===== src/rtl/uart_ascii_pkg.sv =====
// Shared types and constants for the UART ASCII receiver.
// UART_PARITY_EN adds the PARITY state for 8E1 framing.
package uart_ascii_pkg;

  localparam logic [7:0] ASCII_MIN = 8'h20;
  localparam logic [7:0] ASCII_MAX = 8'h7E;

  typedef enum logic [2:0] {
    S_IDLE,
    S_START,
    S_DATA,
`ifdef UART_PARITY_EN
    S_PARITY,
`endif
    S_STOP,
    S_WAIT_IDLE
  } rx_state_t;

  function automatic int calc_div(
    input int clk_hz,
    input int baud,
    input int os
  );
    return clk_hz / (baud * os);
  endfunction

endpackage


===== src/rtl/uart_baud_tick.sv =====
// Oversample tick divider: counts 0..DIV-1, tick on the wrap cycle.
// Sync clear realigns the phase to an external event.
module uart_baud_tick #(
  parameter int DIV = 54
) (
  input  logic clk,
  input  logic rst,
  input  logic i_clr,
  output logic o_tick
);

  localparam int CW = (DIV > 1) ? $clog2(DIV) : 1;
  localparam logic [CW-1:0] LAST = CW'(DIV - 1);

  logic [CW-1:0] r_cnt;

  always_ff @(posedge clk) begin
    if (rst || i_clr) begin
      r_cnt <= '0;
    end else if (r_cnt == LAST) begin
      r_cnt <= '0;
    end else begin
      r_cnt <= r_cnt + 1'b1;
    end
  end

  assign o_tick = (r_cnt == LAST);

endmodule


===== src/rtl/uart_ascii_rx.sv =====
// UART receiver that keeps only printable ASCII and holds the last one.
// Define UART_PARITY_EN for 8E1 framing with even-parity checking.
module uart_ascii_rx
  import uart_ascii_pkg::*;
#(
  parameter int         CLK_FREQ_HZ = 100000000,
  parameter int         BAUD        = 115200,
  parameter int         OVERSAMPLE  = 16,
  parameter logic [7:0] RESET_CHAR  = 8'h20
) (
  input  logic       clk,
  input  logic       rst,
  input  logic       uart_rx,
  output logic [7:0] ascii_value,
  output logic       ascii_valid,
  output logic       frame_err
);

  localparam int DIV = calc_div(CLK_FREQ_HZ, BAUD, OVERSAMPLE);
  localparam int SW  = $clog2(OVERSAMPLE);
  localparam logic [SW-1:0] SUB_MID  = SW'(OVERSAMPLE / 2 - 1);
  localparam logic [SW-1:0] SUB_LAST = SW'(OVERSAMPLE - 1);

  logic            r_sync1;
  logic            r_sync2;
  rx_state_t       r_state;
  logic [SW-1:0]   r_sub;
  logic [2:0]      r_bit;
  logic [7:0]      r_shift;
  logic [7:0]      r_value;
  logic            r_valid;
  logic            r_err;

  rx_state_t       w_state_nx;
  logic [SW-1:0]   w_sub_nx;
  logic [2:0]      w_bit_nx;
  logic [7:0]      w_shift_nx;
  logic            w_clr;
  logic            w_tick;
  logic            w_emit;
  logic            w_err;
  logic            w_rx;
  logic            w_print;

`ifdef UART_PARITY_EN
  logic            r_par_fail;
  logic            w_par_fail_nx;
`endif

  assign w_rx    = r_sync2;
  assign w_print = (r_shift >= ASCII_MIN) && (r_shift <= ASCII_MAX);

  uart_baud_tick #(
    .DIV (DIV)
  ) u_tick (
    .clk    (clk),
    .rst    (rst),
    .i_clr  (w_clr),
    .o_tick (w_tick)
  );

  always_comb begin
    w_state_nx = r_state;
    w_sub_nx   = r_sub;
    w_bit_nx   = r_bit;
    w_shift_nx = r_shift;
    w_clr      = 1'b0;
    w_emit     = 1'b0;
    w_err      = 1'b0;
`ifdef UART_PARITY_EN
    w_par_fail_nx = r_par_fail;
`endif
    unique case (r_state)
      S_IDLE: begin
        if (!w_rx) begin
          w_state_nx = S_START;
          w_clr      = 1'b1;
          w_sub_nx   = '0;
`ifdef UART_PARITY_EN
          w_par_fail_nx = 1'b0;
`endif
        end
      end
      S_START: begin
        if (w_tick) begin
          w_sub_nx = r_sub + 1'b1;
          if (r_sub == SUB_MID) begin
            w_sub_nx   = '0;
            w_bit_nx   = '0;
            w_state_nx = w_rx ? S_IDLE : S_DATA;
          end
        end
      end
      S_DATA: begin
        if (w_tick) begin
          w_sub_nx = r_sub + 1'b1;
          if (r_sub == SUB_LAST) begin
            w_shift_nx = {w_rx, r_shift[7:1]};
            w_bit_nx   = r_bit + 1'b1;
            if (r_bit == 3'd7) begin
`ifdef UART_PARITY_EN
              w_state_nx = S_PARITY;
`else
              w_state_nx = S_STOP;
`endif
            end
          end
        end
      end
`ifdef UART_PARITY_EN
      S_PARITY: begin
        if (w_tick) begin
          w_sub_nx = r_sub + 1'b1;
          if (r_sub == SUB_LAST) begin
            w_par_fail_nx = ^{r_shift, w_rx};
            w_state_nx    = S_STOP;
          end
        end
      end
`endif
      S_STOP: begin
        if (w_tick) begin
          w_sub_nx = r_sub + 1'b1;
          if (r_sub == SUB_LAST) begin
            if (!w_rx) begin
              w_err      = 1'b1;
              w_state_nx = S_WAIT_IDLE;
`ifdef UART_PARITY_EN
            end else if (r_par_fail) begin
              w_err      = 1'b1;
              w_state_nx = S_IDLE;
`endif
            end else begin
              w_emit     = w_print;
              w_state_nx = S_IDLE;
            end
          end
        end
      end
      S_WAIT_IDLE: begin
        if (w_rx) begin
          w_state_nx = S_IDLE;
        end
      end
      default: begin
        w_state_nx = S_IDLE;
      end
    endcase
  end

  always_ff @(posedge clk) begin
    if (rst) begin
      r_sync1 <= 1'b1;
      r_sync2 <= 1'b1;
      r_state <= S_IDLE;
      r_sub   <= '0;
      r_bit   <= '0;
      r_shift <= '0;
      r_value <= RESET_CHAR;
      r_valid <= 1'b0;
      r_err   <= 1'b0;
    end else begin
      r_sync1 <= uart_rx;
      r_sync2 <= r_sync1;
      r_state <= w_state_nx;
      r_sub   <= w_sub_nx;
      r_bit   <= w_bit_nx;
      r_shift <= w_shift_nx;
      r_valid <= w_emit;
      r_err   <= w_err;
      if (w_emit) begin
        r_value <= r_shift;
      end
    end
  end

`ifdef UART_PARITY_EN
  always_ff @(posedge clk) begin
    if (rst) begin
      r_par_fail <= 1'b0;
    end else begin
      r_par_fail <= w_par_fail_nx;
    end
  end
`endif

  assign ascii_value = r_value;
  assign ascii_valid = r_valid;
  assign frame_err   = r_err;

endmodule


===== config.mk =====
export PLATFORM = sky130hd
export DESIGN_NAME = uart_ascii_rx
export DESIGN_NICKNAME = d
export VERILOG_FILES = /design/src/rtl/uart_ascii_pkg.sv /design/src/rtl/uart_baud_tick.sv /design/src/rtl/uart_ascii_rx.sv
export SDC_FILE = /design/constraint.sdc
export NUM_CORES = 1
export LEC_CHECK = 0
export BUFFER_PORTS_ARGS = -buffer_cell sky130_fd_sc_hd__buf_2
export CORE_UTILIZATION = 55
export CTS_CLUSTER_DIAMETER = 40
export DETAILED_ROUTE_END_ITERATION = 10
export PLACE_DENSITY_LB_ADDON = 0.25
export SYNTH_ARGS = -nofsm -noshare
export SYNTH_HDL_FRONTEND = slang
export SYNTH_SLANG_ARGS = --single-unit

===== constraint.sdc =====
create_clock -name clk -period 5.15 [get_ports clk]
set_input_delay 0.515 -clock clk [delete_from_list [all_inputs] [get_ports clk]]
set_output_delay 0.515 -clock clk [all_outputs]
set_load 0.05 [all_outputs]

==> results of run 1 <==
## per-stage QoR
stage               instances  area (µm²)  worst slack, ns  hold slack, ns
detailed placement        207        1694            3.052          0.3963
global route              215        1757            2.936          0.3241
global placement          207        1694            3.152          0.3974
floorplan                 172        1639            3.229          0.3895
finish                    215        1757            3.038          0.3588
CTS                       215        1757            3.039          0.3468
## sequential cells by signal, summed over array words and instances (netlist names)
name	cells
ascii_value	8
r_shift	8
u_tick.r_cnt	6
r_sub	4
r_bit	3
r_state	3
ascii_valid	1
frame_err	1
r_sync1	1
r_sync2	1
## cells by family (layout without fill, tap and decap cells)
family                   count (synthesis)  after routing  share of synthesized area [%]
AND/OR/NAND/NOR                         80             80                          27.79
flip-flops                              36             36                          43.97
multiplexers                            19             19                          11.60
AO/OA/AOI/OAI                           17             17                          7.023
buffers and inverters                   10             22                          3.129
adder cells (fa/ha/maj)                  5              5                          3.817
XOR/XNOR                                 5              5                          2.672
## final timing paths
kind	start	end	slack [ns]
setup reg to reg	r_sub[0]$_SDFFE_PP0P_	ascii_value[3]$_SDFFE_PP0P_	3.04
hold / removal	uart_rx	r_sync1$_SDFF_PP1_	0.36
hold reg to reg	r_sync1$_SDFF_PP1_	r_sync2$_SDFF_PP1_	0.42
setup / recovery	r_sub[0]$_SDFFE_PP0P_	ascii_value[3]$_SDFFE_PP0P_	3.04
## cell type report
type                       instances  area, µm²  area share [%]
multi-input combinational        126      867.1           49.36
tap                               31      38.79           2.208
sequential                        36      720.7           41.03
inverter                           2      7.507          0.4274
clock buffer                       7      55.05           3.134
clock inverter                     1      7.507          0.4274
timing repair buffer              12      60.06           3.419
## where the power goes
group,switching [W],internal [W]
sequential,0.00000378,0.000281
clock,0.0000943,0.0000669
combinational,0.0000107,0.00000629
## critical path: cells and delay by family, from the launching register on
family | cells | cell delay [ns]
flops | 1 | 0.41
simple gates | 3 | 1.07
fa+ha+maj | 1 | 0.29
mux | 1 | 0.27
## Yosys cell counts, types with 3 or more instances
cell / number
xnor2_1: 3
clkbuf_1: 3
o21ai_0: 3
nand2_1: 21
nor3_1: 3
nand3_1: 7
mux2i_1: 19
ha_1: 5
dfxtp_1: 36
nor2_1: 22
a21oi_1: 5
or3_1: 3
nand2b_1: 3
nand3b_1: 3
## metal layers
| layer | part of all wire, % | routed length, µm |
|---|---|---|
| met1 | 49 | 1507 |
| met2 | 46 | 1404 |
| met3 | 3.7 | 113 |
| met4 | 1.2 | 37 |
| met5 | 0 | 0 |
==> out/qor.yml, run 1 <==
fillers: 245
required_ns: 5.41
insertion_delay_ns: 0.33
syn_area_mm2: 0.001639
cp.arrival_ns: 2.38
globalRouteMet1Util_pct: 28.86
cts_buffer_depth: 2
first_global_vias: 1208
layout_worst_path_cycle_share_pct: 41.01
drc: 0
slowest_delay_ns: 0.60
antenna_left: 0
syn_inst: 172
cts_root_buffer: "clkbuf_4"
post_cts_buffers: 0
cts_tree: "yes"
endpoint_kind: "register"
route.vias.total: 1266
diodes: 0
fmax_mhz: 473.5
grtUsageTotal_pct: 21.43
numPortBuffers: 12
hold_class: "input pin to register"
layout-drive-gt1-share_pct: 14.67
yosysTopAreaCell: "dfxtp_1"
synthArstFlopShare_pct: 0
wl_per_cell_um: 14.24
p_leak_nw: 0.6822
tns_ns: 0
coreArea_mm2: 0.002781
ys_warn_count: 0
vdd_drop_max_mv: 0.2517
start_kind: "register"
finalCriticalPeriod_ns: 2.112
grt_max_degree: 21
syn2layout_area_growth_pct: 7.175
finalHoldViolCount: 0
antenna_found_initial: 0
place.gp.congestion: 0.7565
finalPower_w: 0.0004634
grt_pass1_wl_um: 5326
max-slew-margin-rel_pct: 55.06
die_h_um: 56.59
powerDensity_mw_per_mm2: 263.8
dieArea_mm2: 0.003202
htreeDepth: 2
setup_viol: 0
worstPathCellList: "ha_1 > nand4_4 > or2_1 > nor4_4 > mux2i_1"
worst-setup-path-type: "register to register"
boundaryPins: 13
via_per_inst: 5.888
ff2ff_path_depth: 5
start_util_pct: 58.93
synth_edf_count: 0
cts_sinks: 36
ys_ff_latch: 36
syn_nets: 180
ctsHoldBuffers: 0
busiest_layer: "met2"
worst_pin_slew_ns: 0.6691
status: "finished clean"
grt.overflow.total: 0
grt_use_met3_pct: 5.069
cts_made_buffers: 5
dp_hpwl_um: 2231
clkSlewWorstSetupHoldPaths_ns: 0.11
drt_iter0_drc: 44
cp_slowest_cell: "nor4_4"
seq_area_frac_synth_pct: 43.97
rsz0062_at_grt: "false"
final_util_pct: 63.16
synth.area.top_cells: "dfxtp_1, mux2i_1, nor2_1, nand2_1, ha_1"
final_common_cell: "dfxtp_1"
yosysTopAreaCellShare_pct: 43.97
yosys_most_used_dff: "dfxtp_1"
cts_resized: 0
worst-path-max-fanout: 8
die_w_um: 56.59
synth.avg_cell_area_um2: 9.529
fin_nets: 191
num_rows: 19
ys_types: 42
drt-pass1-iter-count: 4
wl_um: 3062
finClkSkew_ns: 0.006001
hold_depth: 2
layout_common_cells: "dfxtp_1, nor2_1, nand2_1"
cap_violations: 0
slew_viol_final: 0
globalRouteMet2Util_pct: 31.60
(Power assumes the default switching activity.)
==> inputs of run 2 (changes only) <==
--- a/config.mk
+++ b/config.mk
@@ -6,7 +6,7 @@
 export NUM_CORES = 1
 export LEC_CHECK = 0
 export BUFFER_PORTS_ARGS = -buffer_cell sky130_fd_sc_hd__buf_2
-export CORE_UTILIZATION = 55
+export CORE_UTILIZATION = 52
 export CTS_CLUSTER_DIAMETER = 40
 export DETAILED_ROUTE_END_ITERATION = 10
 export PLACE_DENSITY_LB_ADDON = 0.25
==> constraint.sdc (replaced) <==
create_clock -name clk -period 1.8 [get_ports clk]
set_input_delay 0.18 -clock clk [delete_from_list [all_inputs] [get_ports clk]]
set_output_delay 0.18 -clock clk [all_outputs]
set_load 0.05 [all_outputs]
==> out/qor.yml, run 2 (synthesis results as in run 1) <==
globalRouteMet1Util_pct: 26.78  # -2.1 points
placed_cells: 226  # +9.2%
antenna_found_initial: 0  # unchanged
cts_sinks: 36  # unchanged
status: "finished clean"
finalHoldViolCount: 0  # unchanged
first_global_vias: 1218  # +0.83%
p_leak_nw: 0.7173  # +5.1%
antenna_left: 0  # unchanged
final_util_pct: 61.41  # -1.8 points
cp_slowest_cell: "or3_1"
num_rows: 20  # +1
finalPower_w: 0.001337  # +190%
via_per_inst: 5.430  # -7.8%
busiest_layer: "met2"
grt_pass1_wl_um: 5375  # +0.92%
startpoint: "u_tick.r_cnt[1]$_SDFF_PP0_"
start_util_pct: 54.13  # -4.8 points
finalCriticalPeriod_ns: 1.705  # -0.4071 ns
globalRouteMet2Util_pct: 33.00  # +1.4 points
dieArea_mm2: 0.003381  # +5.6%
diodes: 0  # unchanged
fmax_mhz: 586.5  # +24%
dp_hpwl_um: 2239  # +0.33%
numPortBuffers: 12  # unchanged
tns_ns: 0  # unchanged
power_frac_seq_pct: 61.1  # -0.4 points
setup_viol: 0  # unchanged
fin_nets: 198  # +3.7%
die_w_um: 58.15  # +2.7%
powerDensity_mw_per_mm2: 719.2  # +170%
cap_violations: 0  # unchanged
power_frac_comb_pct: 4.5  # +0.8 points
finClkSkew_ns: 0.009449  # +0.003448 ns
boundaryPins: 13  # unchanged
start_kind: "register"
cts_buffer_depth: 2  # unchanged
worst-path-max-fanout: 5  # -3
insertion_delay_ns: 0.35  # +0.02 ns
min_from: "rst"
wl_um: 3089  # +0.88%
hold_class: "input pin to register"
cp.arrival_ns: 1.95  # -0.43 ns
rsz0062_at_grt: "false"
grt_max_degree: 21  # unchanged
endpoint_kind: "register"
htreeDepth: 2  # unchanged
swShare_pct: 23.57  # +0.073 points
syn2layout_area_growth_pct: 13.43
max-slew-margin-rel_pct: 69.40  # +14 points
final_cells: 235  # +9.3%
drc: 0  # unchanged
grtUsageTotal_pct: 21.26  # -0.17 points
cts_tree: "yes"
worstPathCellList: "inv_2 > ha_4 > nand4_4 > or2_4 > or3_1 > o221a_1"
grt_use_met3_pct: 6.027  # +0.96 points
critPathTopFamily: "simple AND/OR/NAND/NOR gates"
slowest_delay_ns: 0.40  # -0.20 ns
p_int_w: 0.001022  # +190%
worst_pin_slew_ns: 0.4583  # -0.2108 ns
crit_buf_inv: 1  # +1
cts_made_buffers: 5  # unchanged
coreArea_mm2: 0.003028  # +8.9%
slew_viol_final: 0  # unchanged
place.gp.congestion: 0.7483  # -1.1%
clkSlewWorstSetupHoldPaths_ns: 0.10  # about the same
clkPwrFrac_pct: 34.4  # -0.4 points
layout_common_cells: "dfxtp_1, nor2_1, nand2_1"
drt-pass1-iter-count: 4  # unchanged
layout_worst_path_cycle_share_pct: 94.72  # +54 points
fillers: 278  # +13%
drt_iter0_drc: 49  # +11%
worst-setup-path-type: "register to register"
power.switching_w: 0.0003151  # +190%
die_h_um: 58.15  # +2.7%
grt.overflow.total: 0  # unchanged
wl_per_cell_um: 13.14  # -7.7%
rr_startpoint: "u_tick.r_cnt[1]$_SDFF_PP0_"
layout-drive-gt1-share_pct: 20.94  # +6.3 points
vdd_drop_max_mv: 0.4334  # +72%
route.vias.total: 1276  # +0.79%
final_common_cell: "dfxtp_1"
cts_root_buffer: "clkbuf_4"
required_ns: 2.05  # -3.36 ns
==> run 2: cell types whose count changed in the layout (fill, tap and decap cells not counted), moves of 2 or more <==
cell,previous run,this run
buf_4,0,6
dfxtp_1,36,33
dfxtp_2,0,3
ha_1,5,3
ha_4,0,2
==> run 2: power groups by stage <==
stage	sequential (W)	clock [W]	combinational, W
6_report	0.000817	0.000460	0.0000598
5_1_grt	0.000818	0.000507	0.0000669
4_1_cts	0.000817	0.000476	0.0000600
3_5_place_dp	0.000835	0	0.0000584
3_3_place_gp	0.000834	0	0.0000560
2_1_floorplan	0.000831	0	0.0000466
==> run 2: metal layers <==
metal | part of all wire [%] | routed length (µm)
met1 | 49 | 1507
met2 | 46 | 1428
met3 | 3.1 | 96
met4 | 1.8 | 57
met5 | 0 | 0
==> run 2: area by class of cell <==
cell class,instances,area [µm²],share of cell area (%)
Clock inverter,1,7.507,0.4038
Multi-Input combinational cell,126,894.6,48.12
Timing Repair Buffer,19,115.1,6.191
Inverter,2,7.507,0.4038
Clock buffer,7,55.05,2.961
Sequential cell,36,724.4,38.96
Tap cell,44,55.05,2.961
==> run 2: metrics by stage <==
step                hold WS [ns]  setup WS (ns)  area, µm²
floorplan                 0.2838       0.002274       1657
global placement          0.3647         0.1055       1773
detailed placement        0.3714        0.02281       1773
CTS                       0.1968       0.007627       1846
global route              0.2192        0.01427       1859
finish                    0.2097        0.09497       1859
==> run 2: path summary, 6_finish.rpt <==
| path | endpoint | slack (ns) | cells past startpoint |
|---|---|---|---|
| worst min register to register | r_sync2$_SDFF_PP1_ | 0.42 | 1 |
| worst min-delay path | r_shift[5]$_SDFFE_PP0P_ | 0.21 | 2 |
| worst max-delay path | ascii_value[2]$_SDFFE_PP0P_ | 0.09 | 6 |
| worst max register to register | ascii_value[2]$_SDFFE_PP0P_ | 0.09 | 6 |
==> run 2: repair_timing <==
action / CTS / global route
setup endpoints to repair: 0 / 8
hold buffers: 1 / 0
buffers inserted: 0 / 0
endpoints found under the hold margin: 1 / 0
resized for setup: 0 / 3
==> inputs of run 3 (changes only) <==
==> constraint.sdc (replaced) <==
create_clock -name clk -period 1.8 [get_ports clk]
set_input_delay 0.36 -clock clk [delete_from_list [all_inputs] [get_ports clk]]
set_output_delay 0.36 -clock clk [all_outputs]
set_load 0.05 [all_outputs]
==> out/qor.yml, run 3 (synthesis results as in run 1) <==
start_util_pct: 54.13  # unchanged
route.vias.total: 1275  # -0.078%
hold_class: "input pin to register"
min_from: "uart_rx"
finalPower_w: 0.001335  # -0.14%
wl_um: 3078  # -0.36%
insertion_delay_ns: 0.35  # about the same
grt.overflow.total: 0  # unchanged
antenna_found_initial: 0  # unchanged
finClkSkew_ns: 0.009664  # +0.0002151 ns
grt_pass1_wl_um: 5375  # unchanged
first_global_vias: 1218  # unchanged
cts_made_buffers: 5  # unchanged
drt_iter0_drc: 38  # -22%
final_common_cell: "dfxtp_1"
powerDensity_mw_per_mm2: 722.0  # +0.40%
cp.arrival_ns: 1.95  # about the same
worst-setup-path-type: "register to register"
finalHoldViolCount: 0  # unchanged
rr_startpoint: "u_tick.r_cnt[1]$_SDFF_PP0_"
vdd_drop_max_mv: 0.4256  # -1.8%
ctsHoldBuffers: 0  # -1
antenna_left: 0  # unchanged
grt_max_degree: 21  # unchanged
cts_root_buffer: "clkbuf_4"
drc: 0  # unchanged
syn2layout_area_growth_pct: 12.82
numPortBuffers: 12  # unchanged
diodes: 0  # unchanged
worst-path-max-fanout: 5  # unchanged
boundaryPins: 13  # unchanged
endpoint_kind: "register"
dp_hpwl_um: 2239  # unchanged
die_w_um: 58.15  # unchanged
fmax_mhz: 586.5  # about the same
worst_pin_slew_ns: 0.4587  # +0.0003680 ns
required_ns: 2.05  # about the same
cts_tree: "yes"
p_leak_nw: 0.7131  # -0.58%
slew_viol_final: 0  # unchanged
start_kind: "register"
layout_common_cells: "dfxtp_1, nor2_1, nand2_1"
cts_buffer_depth: 2  # unchanged
fillers: 279  # +0.36%
max-slew-margin-rel_pct: 69.38  # about the same
grtUsageTotal_pct: 21.26  # unchanged
num_rows: 20  # unchanged
status: "finished clean"
place.gp.congestion: 0.7483  # unchanged
drt-pass1-iter-count: 4  # unchanged
cap_violations: 0  # unchanged
tns_ns: 0  # unchanged
layout-drive-gt1-share_pct: 21.05  # +0.11 points
via_per_inst: 5.449  # +0.35%
hold_ws_ns: 0.1959  # -0.01387 ns
dieArea_mm2: 0.003381  # unchanged
setup_viol: 0  # unchanged
finalCriticalPeriod_ns: 1.705  # +0.00002200 ns
clkSlewWorstSetupHoldPaths_ns: 0.10  # about the same
htreeDepth: 2  # unchanged
coreArea_mm2: 0.003028  # unchanged
startpoint: "u_tick.r_cnt[1]$_SDFF_PP0_"
wl_per_cell_um: 13.15  # about the same
layout_worst_path_cycle_share_pct: 94.72  # about the same
fin_nets: 197  # -0.51%
cts_sinks: 36  # unchanged
die_h_um: 58.15  # unchanged
rsz0062_at_grt: "false"
run 3: changes by cell type in the layout (fill, tap and decap cells not counted), sizes merged:
cell and delta:
dlygate4sd3 -1
run 3: per-stage QoR:
step / instance area (µm²) / setup WS (ns) / instances / utilization, %
final: 1849 / 0.09495 / 234 / 61.07
after global routing: 1849 / 0.01427 / 234 / 61.07
after CTS: 1836 / 0.007627 / 234 / 60.62
after detailed placement: 1773 / 0.02281 / 226 / 58.55
after global placement: 1773 / 0.1055 / 226 / 58.55
after floorplan: 1657 / 0.002274 / 172 / -
run 3: final cells by class:
cell class	instances	area (µm²)	share of cell area [%]
Multi-Input combinational cell	126	894.6	48.38
Clock inverter	1	7.507	0.4060
Inverter	2	7.507	0.4060
Tap cell	44	55.05	2.977
Sequential cell	36	724.4	39.17
Clock buffer	7	55.05	2.977
Timing Repair Buffer	18	105.1	5.683
run 3: worst paths after layout:
check                                      to  slack, ns  depth (start not counted)
setup / recovery  ascii_value[2]$_SDFFE_PP0P_       0.09                          6
hold / removal             r_sync1$_SDFF_PP1_       0.20                          2
setup reg to reg  ascii_value[2]$_SDFFE_PP0P_       0.09                          6
hold reg to reg            r_sync2$_SDFF_PP1_       0.42                          1
run 3: worst max-delay path, stage by stage, from the launching register on:
cell,delay [ns]
dfxtp_1,0.35
inv_2,0.07
ha_4,0.16
nand4_4,0.11
or2_4,0.28
or3_1,0.40
o221a_1,0.25
run 3: timing repair:
item,4_1_cts,5_1_grt
setup endpoints to repair,0,8
setup buffers,0,0
hold endpoints to repair,0,0
gates resized for setup,0,3
run 3: metal layers:
metal	up-vias	track usage (%)	wire length [µm]
met1	607	26.78	1494
met2	19	33.00	1429
li1	640	-	-
met4	0	11.22	57
met5	-	0	0
met3	9	6.027	96
run 3: report_power, final:
part           switching, W  internal [W]   total, W
Clock              0.000269      0.000191   0.000460
Combinational     0.0000339     0.0000243  0.0000581
Sequential        0.0000118      0.000805   0.000817
